## src/rtl/lsu_mem_stage_if.sv

```systemverilog
// lsu_mem_stage_if: request, data-bus and response signals of the load/store stage.
// slave is the stage's side; master is the side facing it (EX stage, memory bus, writeback).
interface lsu_mem_stage_if;
  // request from EX
  logic        req_valid;
  logic        req_ready;
  logic        mem_we;
  logic [2:0]  mem_op;
  logic [31:0] addr;
  logic [31:0] wdata;
  // data bus
  logic        bus_req;
  logic        bus_we;
  logic [31:0] bus_addr;
  logic [3:0]  bus_be;
  logic [31:0] bus_wdata;
  logic        bus_ack;
  logic [31:0] bus_rdata;
  // writeback response
  logic        resp_valid;
  logic [31:0] resp_rdata;
  logic        resp_err;

  modport slave (
    input  req_valid, mem_we, mem_op, addr, wdata, bus_ack, bus_rdata,
    output req_ready, bus_req, bus_we, bus_addr, bus_be, bus_wdata,
           resp_valid, resp_rdata, resp_err
  );

  modport master (
    output req_valid, mem_we, mem_op, addr, wdata, bus_ack, bus_rdata,
    input  req_ready, bus_req, bus_we, bus_addr, bus_be, bus_wdata,
           resp_valid, resp_rdata, resp_err
  );
endinterface

```

## src/rtl/lsu_mem_stage.sv

```systemverilog
// lsu_mem_stage: load/store stage after the ALU. One bus transaction per request,
// store lane alignment / byte enables, load extraction with sign/zero extension.
// Optional macro LSU_TIMEOUT_EN: abort a bus transaction after TIMEOUT_CYCLES
// cycles without bus_ack and answer with an error.

// Per-byte-lane store formatting: enable bit and the byte of rs2 that lands here.
module lsu_be_lane #(
  parameter int LANE = 0
) (
  input  logic [1:0]  size,   // 00 byte, 01 half, 10 word
  input  logic [1:0]  off,
  input  logic [31:0] wdata,
  output logic        be,
  output logic [7:0]  data
);
  localparam logic [1:0] LN = 2'(LANE);

  // byte replicates rs2[7:0], half replicates rs2[15:0], word passes through
  always_comb begin
    be   = 1'b0;
    data = wdata[7:0];
    case (size)
      2'b00: begin
        be   = (off == LN);
        data = wdata[7:0];
      end
      2'b01: begin
        be   = (off[1] == LN[1]);
        data = LN[0] ? wdata[15:8] : wdata[7:0];
      end
      default: begin
        be   = 1'b1;
        data = wdata[8*LANE +: 8];
      end
    endcase
  end
endmodule

module lsu_mem_stage #(
  parameter int TIMEOUT_CYCLES = 16
) (
  input logic             clk,
  input logic             rst_n,
  lsu_mem_stage_if.slave  io
);
  localparam int NUM_LANES = 4;

  typedef enum logic [1:0] {IDLE, BUSY, RESP} state_t;

  // what must survive until the load data comes back
  typedef struct packed {
    logic       we;
    logic [2:0] op;
    logic [1:0] off;
  } req_t;

  state_t state;
  req_t   rq;

  logic [NUM_LANES-1:0]      st_be;
  logic [NUM_LANES-1:0][7:0] st_data;
  logic                      illegal, misal;
  logic [31:0]               ld_shift, ld_data;
  logic [7:0]                ld_byte;
  logic [15:0]               ld_half;

`ifdef LSU_TIMEOUT_EN
  localparam int TW = (TIMEOUT_CYCLES > 1) ? $clog2(TIMEOUT_CYCLES) : 1;
  logic [TW-1:0] tcnt;
`endif

  // store lanes are formatted from the live request and registered on accept
  for (genvar g = 0; g < NUM_LANES; g++) begin : g_lane
    lsu_be_lane #(.LANE(g)) u_lane (
      .size  (io.mem_op[1:0]),
      .off   (io.addr[1:0]),
      .wdata (io.wdata),
      .be    (st_be[g]),
      .data  (st_data[g])
    );
  end

  // reject unsupported encodings and accesses not aligned to their size
  always_comb begin
    illegal = (io.mem_op == 3'b011) || (io.mem_op[2:1] == 2'b11) ||
              (io.mem_we && io.mem_op[2]);
    misal   = ((io.mem_op[1:0] == 2'b01) && io.addr[0]) ||
              ((io.mem_op[1:0] == 2'b10) && (io.addr[1:0] != 2'b00));
  end

  // load extraction from the latched offset/size; W and unused codes pass through
  always_comb begin
    ld_shift = io.bus_rdata >> {rq.off, 3'b000};
    ld_byte  = ld_shift[7:0];
    ld_half  = rq.off[1] ? io.bus_rdata[31:16] : io.bus_rdata[15:0];
    case (rq.op)
      3'b000:  ld_data = {{24{ld_byte[7]}}, ld_byte};
      3'b001:  ld_data = {{16{ld_half[15]}}, ld_half};
      3'b100:  ld_data = {24'd0, ld_byte};
      3'b101:  ld_data = {16'd0, ld_half};
      default: ld_data = io.bus_rdata;
    endcase
  end

  // control FSM; every output is registered here
  always_ff @(posedge clk or negedge rst_n) begin
    if (!rst_n) begin
      state         <= IDLE;
      rq            <= '0;
      io.req_ready  <= 1'b1;
      io.bus_req    <= 1'b0;
      io.bus_we     <= 1'b0;
      io.bus_addr   <= '0;
      io.bus_be     <= '0;
      io.bus_wdata  <= '0;
      io.resp_valid <= 1'b0;
      io.resp_rdata <= '0;
      io.resp_err   <= 1'b0;
`ifdef LSU_TIMEOUT_EN
      tcnt          <= '0;
`endif
    end else begin
      case (state)
        IDLE: begin
          if (io.req_valid) begin
            rq           <= '{we: io.mem_we, op: io.mem_op, off: io.addr[1:0]};
            io.req_ready <= 1'b0;
            if (illegal || misal) begin
              // error answers straight away, the bus never sees it
              state         <= RESP;
              io.resp_valid <= 1'b1;
              io.resp_err   <= 1'b1;
              io.resp_rdata <= '0;
            end else begin
              state        <= BUSY;
              io.bus_req   <= 1'b1;
              io.bus_we    <= io.mem_we;
              io.bus_addr  <= {io.addr[31:2], 2'b00};
              io.bus_be    <= st_be;
              io.bus_wdata <= st_data;
`ifdef LSU_TIMEOUT_EN
              tcnt         <= '0;
`endif
            end
          end
        end
        BUSY: begin
          if (io.bus_ack) begin
            // ack wins even on the cycle the timeout would fire
            state         <= RESP;
            io.bus_req    <= 1'b0;
            io.bus_we     <= 1'b0;
            io.bus_addr   <= '0;
            io.bus_be     <= '0;
            io.bus_wdata  <= '0;
            io.resp_valid <= 1'b1;
            io.resp_err   <= 1'b0;
            io.resp_rdata <= rq.we ? 32'd0 : ld_data;
          end
`ifdef LSU_TIMEOUT_EN
          else if (tcnt == TW'(TIMEOUT_CYCLES - 1)) begin
            state         <= RESP;
            io.bus_req    <= 1'b0;
            io.bus_we     <= 1'b0;
            io.bus_addr   <= '0;
            io.bus_be     <= '0;
            io.bus_wdata  <= '0;
            io.resp_valid <= 1'b1;
            io.resp_err   <= 1'b1;
            io.resp_rdata <= '0;
          end else begin
            tcnt <= tcnt + 1'b1;
          end
`endif
        end
        RESP: begin
          state         <= IDLE;
          io.resp_valid <= 1'b0;
          io.resp_err   <= 1'b0;
          io.resp_rdata <= '0;
          io.req_ready  <= 1'b1;
        end
        default: state <= IDLE;
      endcase
    end
  end
endmodule

```

## src/flat_wrapper.sv

```systemverilog
// flat-port wrapper written by rule: the top's interface ports become plain ports
module lsu_mem_stage_flat 
#(
  parameter int TIMEOUT_CYCLES = 16
)
  (clk, rst_n, io_req_valid, io_mem_we, io_mem_op, io_addr, io_wdata, io_bus_ack, io_bus_rdata, io_req_ready, io_bus_req, io_bus_we, io_bus_addr, io_bus_be, io_bus_wdata, io_resp_valid, io_resp_rdata, io_resp_err);
  lsu_mem_stage_if io_i ();
  input logic clk;
  input logic rst_n;
  input wire logic [$bits(io_i.req_valid)-1:0] io_req_valid;
  input wire logic [$bits(io_i.mem_we)-1:0] io_mem_we;
  input wire logic [$bits(io_i.mem_op)-1:0] io_mem_op;
  input wire logic [$bits(io_i.addr)-1:0] io_addr;
  input wire logic [$bits(io_i.wdata)-1:0] io_wdata;
  input wire logic [$bits(io_i.bus_ack)-1:0] io_bus_ack;
  input wire logic [$bits(io_i.bus_rdata)-1:0] io_bus_rdata;
  output wire logic [$bits(io_i.req_ready)-1:0] io_req_ready;
  output wire logic [$bits(io_i.bus_req)-1:0] io_bus_req;
  output wire logic [$bits(io_i.bus_we)-1:0] io_bus_we;
  output wire logic [$bits(io_i.bus_addr)-1:0] io_bus_addr;
  output wire logic [$bits(io_i.bus_be)-1:0] io_bus_be;
  output wire logic [$bits(io_i.bus_wdata)-1:0] io_bus_wdata;
  output wire logic [$bits(io_i.resp_valid)-1:0] io_resp_valid;
  output wire logic [$bits(io_i.resp_rdata)-1:0] io_resp_rdata;
  output wire logic [$bits(io_i.resp_err)-1:0] io_resp_err;
  assign io_i.req_valid = io_req_valid;
  assign io_i.mem_we = io_mem_we;
  assign io_i.mem_op = io_mem_op;
  assign io_i.addr = io_addr;
  assign io_i.wdata = io_wdata;
  assign io_i.bus_ack = io_bus_ack;
  assign io_i.bus_rdata = io_bus_rdata;
  assign io_req_ready = io_i.req_ready;
  assign io_bus_req = io_i.bus_req;
  assign io_bus_we = io_i.bus_we;
  assign io_bus_addr = io_i.bus_addr;
  assign io_bus_be = io_i.bus_be;
  assign io_bus_wdata = io_i.bus_wdata;
  assign io_resp_valid = io_i.resp_valid;
  assign io_resp_rdata = io_i.resp_rdata;
  assign io_resp_err = io_i.resp_err;
  lsu_mem_stage #(.TIMEOUT_CYCLES(TIMEOUT_CYCLES)) u_core (.clk(clk), .rst_n(rst_n), .io(io_i));
endmodule
```

## config.mk

```make
export PLATFORM = sky130hd
export DESIGN_NAME = lsu_mem_stage_flat
export DESIGN_NICKNAME = d
export VERILOG_FILES = /design/src/rtl/lsu_mem_stage_if.sv /design/src/rtl/lsu_mem_stage.sv /design/src/flat_wrapper.sv
export SDC_FILE = /design/constraint.sdc
export NUM_CORES = 1
export LEC_CHECK = 0
export ABC_CLOCK_PERIOD_IN_PS = 2200
export CORE_MARGIN = 10
export CORE_UTILIZATION = 44
export CTS_CLUSTER_DIAMETER = 150
export DETAILED_ROUTE_END_ITERATION = 7
export GPL_TIMING_DRIVEN = 0
export PLACE_DENSITY = 0.85
export SYNTH_ARGS = -nofsm -noshare
export SYNTH_HDL_FRONTEND = slang
export SYNTH_HIERARCHICAL = 1
export SYNTH_SLANG_ARGS = --single-unit
```

## constraint.sdc

```tcl
create_clock -name clk -period 2.2 [get_ports clk]
set_input_delay 0.44 -clock clk [delete_from_list [all_inputs] [get_ports clk]]
set_output_delay 0.44 -clock clk [all_outputs]
set_load 0.02 [all_outputs]
```

## After elaboration in Yosys (flattened, before gate mapping)

Index checks and enable logic that the tools add are counted.

- Bits of input ports: 104
- Logic and storage cells: 95
- Flip-flop bits (word level): 113
- Output and inout bits: 105

- Muxes and demuxes: 43
- Shift-type cells: 1
- Reduce and logical (&&, ||, !) cells: 21
- Bitwise logic cells: 1
- Equal/unequal tests: 16

Operators with widths:

| kind | number |
|---|---|
| $mux W32 | 9 |
| $pmux W32 S2 | 2 |
| $pmux W32 S4 | 1 |
| $pmux W32 S3 | 1 |
| $shr A32 B5 Y8 | 1 |
| $mux W16 | 1 |
| $mux W8 | 2 |
| $pmux W8 S2 | 1 |
| $pmux W1 S2 | 7 |
| $mux W4 | 3 |
| $eq A2 B2 Y1 const B | 5 |
| $mux W1 | 9 |
| $pmux W4 S2 | 1 |
| $reduce_and A4 Y1 | 2 |
| $eq A2 B1 Y1 const B | 3 |
| $eq A3 B3 Y1 const B | 2 |
| $logic_not A2 Y1 | 3 |
| $mux W2 | 3 |
| $ne A2 B2 Y1 const B | 3 |
| $pmux W1 S3 | 2 |
| $reduce_and A2 Y1 | 3 |
| $reduce_bool A2 Y1 | 3 |
| $logic_or A1 B1 Y1 | 4 |
| $pmux W2 S2 | 1 |
| other kinds (8) | 10 |

## Depth between registers and ports, before layout

- Depth after elaboration: 7
- Gate-level depth with buffers: 9

## Modules after synthesis

Netlist, hierarchy kept.

By module, submodules not included:

| module | instances | area each (µm²) | cells each |
|---|---|---|---|
| lsu_mem_stage | 1 | 4862.2 | 414 |
| lsu_be_lane (u_core.g_lane[3].u_lane) | 1 | 183.9 | 28 |
| lsu_be_lane (u_core.g_lane[2].u_lane) | 1 | 146.4 | 11 |
| lsu_be_lane (u_core.g_lane[1].u_lane) | 1 | 112.6 | 11 |
| lsu_be_lane (u_core.g_lane[0].u_lane) | 1 | 73.8 | 10 |

## Worst setup path before layout

Ideal clock, no wire load.

- Path kind: input port to flip-flop
- Start point: input io_mem_op[0]
- End point: register u_core/io.resp_rdata[7] in the netlist's numbering
- Setup slack: 0.191 ns
- Arrival time: 1.885 ns
- Data required time: 2.075 ns
- Cell stages on the path: 5
- Cells stage by stage: or4_4 a41oi_4 nand2b_1 buf_4 mux2_2

- Longest elaborated chain between the ends: 6
- Elaborated cells between the ends (all ways): 11
- Those cells by class: 4 x eq/ne; 7 x reduce/logical

Ends and longest elaborated chain:

| element | RTL line | text |
|---|---|---|
| start: declaration | flat_wrapper.sv:12 | `input wire logic [$bits(io_i.mem_op)-1:0] io_mem_op;` |
| $eq A3 B2 Y1, or another cell as far along | lsu_mem_stage.sv:85 | `illegal = (io.mem_op == 3'b011) \|\| (io.mem_op[2:1] == 2'b11) \|\|` |
| $logic_or A1 B1 Y1, or another cell as far along | lsu_mem_stage.sv:85 |  |
| $logic_or A1 B1 Y1, on equally long branches | lsu_mem_stage.sv:85, lsu_mem_stage.sv:87 |  |
| $logic_or A1 B1 Y1 * | lsu_mem_stage.sv:128 | `if (illegal \|\| misal) begin` |
| $ne A2 B1 Y1 (no line) * | - |  |
| $reduce_and A4 Y1 (no line) * | - |  |
| end signal: assignment | lsu_mem_stage.sv:158 | `io.resp_rdata <= rq.we ? 32'd0 : ld_data;` |
| end: declaration | lsu_mem_stage_if.sv:27 | `resp_valid, resp_rdata, resp_err` |

Mark *: on every way between the ends. The rest lies on a longest branch, timed or not.
A chain may end at the register's enable or synchronous reset.

## Worst setup path in the final report

- Start point: input io_mem_we
- End point: register u_core.io.bus_wdata[27]

- Longest elaborated chain between the ends: 5

Ends and longest elaborated chain:

| element | RTL line | text |
|---|---|---|
| start: declaration | flat_wrapper.sv:11 | `input wire logic [$bits(io_i.mem_we)-1:0] io_mem_we;` |
| $logic_and A1 B1 Y1 | lsu_mem_stage.sv:86 | `(io.mem_we && io.mem_op[2]);` |
| $logic_or A1 B1 Y1 | lsu_mem_stage.sv:85 |  |
| $logic_or A1 B1 Y1 | lsu_mem_stage.sv:128 |  |
| $ne A2 B2 Y1 (no line) | - |  |
| $reduce_and A4 Y1 (no line) | - |  |
| end signal: assignment | lsu_mem_stage.sv:140 | `io.bus_wdata <= st_data;` |
| end: declaration | lsu_mem_stage_if.sv:26 | `output req_ready, bus_req, bus_we, bus_addr, bus_be, bus_wdata,` |

Every way passes these cells.

==> results.ini <==
[worst_hold_path]
worstHoldPathType=primary input to async pin

[global_routing]
grt_pass1_wl_um=30040
grt_use_total_pct=22.79
grt_max_degree=75
grt_remaining_overflow=0
antenna_found_initial=0
grt_pass1_vias=5216

[synthesis]
synth-edff-count=0
yosysSeqAreaShare_pct=51.66
syn_inst=474
synth_area_mm2=0.005379
yosys_warnings=6
synth_cell_types=41
yosys_register_bits=111
avgSynthCellArea_um2=11.35
synth-main-ff-cell=dfrtp_1
async_flop_share_pct=100.0

[timing]
max_freq_ghz=0.4657
worst_pin_slew_ps=578.4
max_slew_margin_pct=61.30
timing.final.ws_setup_ps=52.88
rsz0062_at_grt=false
post-route-period-util_pct=97.60
hold_viol_final=0
period_minus_slack_ps=2147
slew_viol_final=0
skew_ps=9.230
setup-violations-final=0
timing.hold.ws_ps=53.23

[routing]
drcViolationCount=0
drtPass1Iterations=5
wl_per_cell_um=23.07
antenna_left=0
drt_iter0_drc=430
dr_total_vias=4946
via_per_inst=5.833
drt-total-wl_um=19560

[setup_path]
end_kind=flip-flop
path_common_cell=buf_6
reg2reg_to=u_core/io.resp_rdata[4]
cp_num_cells=7
critPathKind=primary input to flip-flop
regToRegSetupSlack_ps=180
r2r-start=u_core/state[1]
timing.critical_path.buf_inv=3
critPathLaunch=io_mem_we
critPathRequiredTime_ps=2440
slowest_stage=clkdlybuf4s50_1
cpPeakStageDelay_ps=480
path_cells=clkdlybuf4s50_1 > a221o_2 > a21o_1 > a22o_2 > buf_6 > buf_6 > a22o_1
crit_fanout=10
startpoint_type=primary input
cp.arrival_ps=2390
path_delay_family=compound AO/OA/AOI/OAI gates
r2r_cells=8

[cts]
cts_tree=yes
clockBufferDepth=2
path_clk_slew_ps=70
clock_latency_ps=360
cts-htree-levels=3
cts_sinks=111
cts-root-buf=clkbuf_16
cts_inserted_buffers=9

[power]
leakage_uw=0.003477
power_density_mw_per_mm2=1286
irDropWorstVdd_v=0.0007436

[placed_design]
placed_area_mm2=0.007654
placed_cells=829
portBuffers=206
pre_cts_slack_ps=-759.4
hpwlAfterDp_um=15100
place_congestion=0.9146

[floorplan]
io_pins=209
num_rows=40
fp.dieW_um=130.6
die_height_um=130.6
core_area_mm2=0.01201
die_area_mm2=0.01705
start_util_pct=44.78

[final_layout]
drive_gt1_share_pct=14.41
finalNonFillerCells=848
n_antenna_cell=0
final_cell_area_mm2=0.008023
final_core_util_pct=66.79
nets=803
area_delta_synth_final_pct=49.15

[status]
status=finished, final reports clean

[job]
drv_cap=0

-- state kept, by name, summed over array words and instances, names as in the netlist --
register	flops
u_core/io.bus_wdata	32
u_core/io.resp_rdata	32
u_core/io.resp_valid	1
u_core/rq	6
u_core/io.bus_req	1
u_core/io.bus_we	1
u_core/io.req_ready	1
u_core/io.resp_err	1
u_core/state	2
u_core/io.bus_be	4
u_core/io.bus_addr	30
-- worst max-delay path by stage --
stage                               end  slack [ps]
6_report        u_core/io.bus_wdata[27]          50
5_1_grt         u_core/io.bus_wdata[23]         0.8
4_1_cts          u_core/io.bus_addr[24]          10
3_5_place_dp   u_core/io.resp_rdata[14]        -760
3_3_place_gp     u_core/io.bus_addr[10]       -3430
2_1_floorplan   u_core/io.resp_rdata[7]         190
-- synthesized netlist by cell type (8+ instances only) --
cell | count | share of area, %
clkbuf_1 | 18 | 1.3
a22o_1 | 76 | 12
o31ai_1 | 24 | 3.3
o21ai_1 | 9 | 0.84
nor2b_1 | 12 | 1.4
a31oi_1 | 8 | 0.93
dfrtp_1 | 110 | 51
mux2_4 | 8 | 2.2
a21oi_1 | 30 | 2.8
nand2_1 | 20 | 1.4
mux2_2 | 17 | 3.6
o21ai_0 | 39 | 3.6
mux2i_1 | 10 | 1.9
buf_4 | 14 | 2.0
-- repair_timing --
action,4_1_cts,5_1_grt
pin swaps,2,3
resized for setup,13,24
hold buffers,0,0
endpoints found under the setup margin,102,95
buffers inserted,4,0
-- worst reg2reg max path, stage by stage, from the launching register on --
cell and delay, ps:
dfrtp_1 380, inv_1 80, ha_2 350, nor2b_1 230, a41oi_4 70, nand2b_1 180
buf_4 170, clkbuf_4 190, o31ai_1 280
-- final cells by class --
class | instances | area, um2
flip-flops and latches | 111 | 2779
clock inverters | 5 | 41.29
repair buffers | 211 | 2117
fillers | 929 | 3989
plain buffers | 48 | 314.1
multi-input cells | 308 | 2318
well taps | 147 | 183.9
inverters | 7 | 26.28
clock buffers | 11 | 242.7
-- metrics by stage --
stage               power (uW)  TNS [ps]
detailed placement        8515    -67600
finish                   10320         0
CTS                      10270         0
global route             10880         0
global placement          8387   -442510
floorplan                 6081         0
-- metal layers --
metal | track usage [%] | share of wire (%) | vias to the layer above
met2 | 39.13 | 53 | 173
li1 | - | - | 2228
met1 | 27.57 | 39 | 2509
met3 | 5.560 | 5.6 | 36
met5 | 0 | 0 | -
met4 | 7.129 | 2.7 | 0
-- power by group --
group | total (uW) | switching (uW) | internal [uW]
logic | 5530 | 3040 | 2480
clock network | 1580 | 768 | 813
registers | 3210 | 456 | 2760
total | 10300 | 4270 | 6050
-- cells by family after synthesis --
group / share of synthesized area (%)
AO/OA/AOI/OAI: 28.15
flip-flops: 51.66
AND/OR/NAND/NOR: 5.746
buffers and inverters: 6.024
multiplexers: 7.653
adder cells (fa/ha/maj): 0.6979
other: 0.06972
-- layout by cell type (no fill, tap or decap), types with 11 or more instances in the layout --
master	Yosys	routed
a21oi_1	30	29
mux2_2	17	17
nor2b_1	12	12
o31ai_1	24	24
a22o_1	76	75
dfrtp_1	110	110
nand2_1	20	20
clkdlybuf4s50_1	0	201
clkbuf_2	0	11
buf_4	14	19
o21ai_0	39	39
Power figures use the tool's default switching activity.
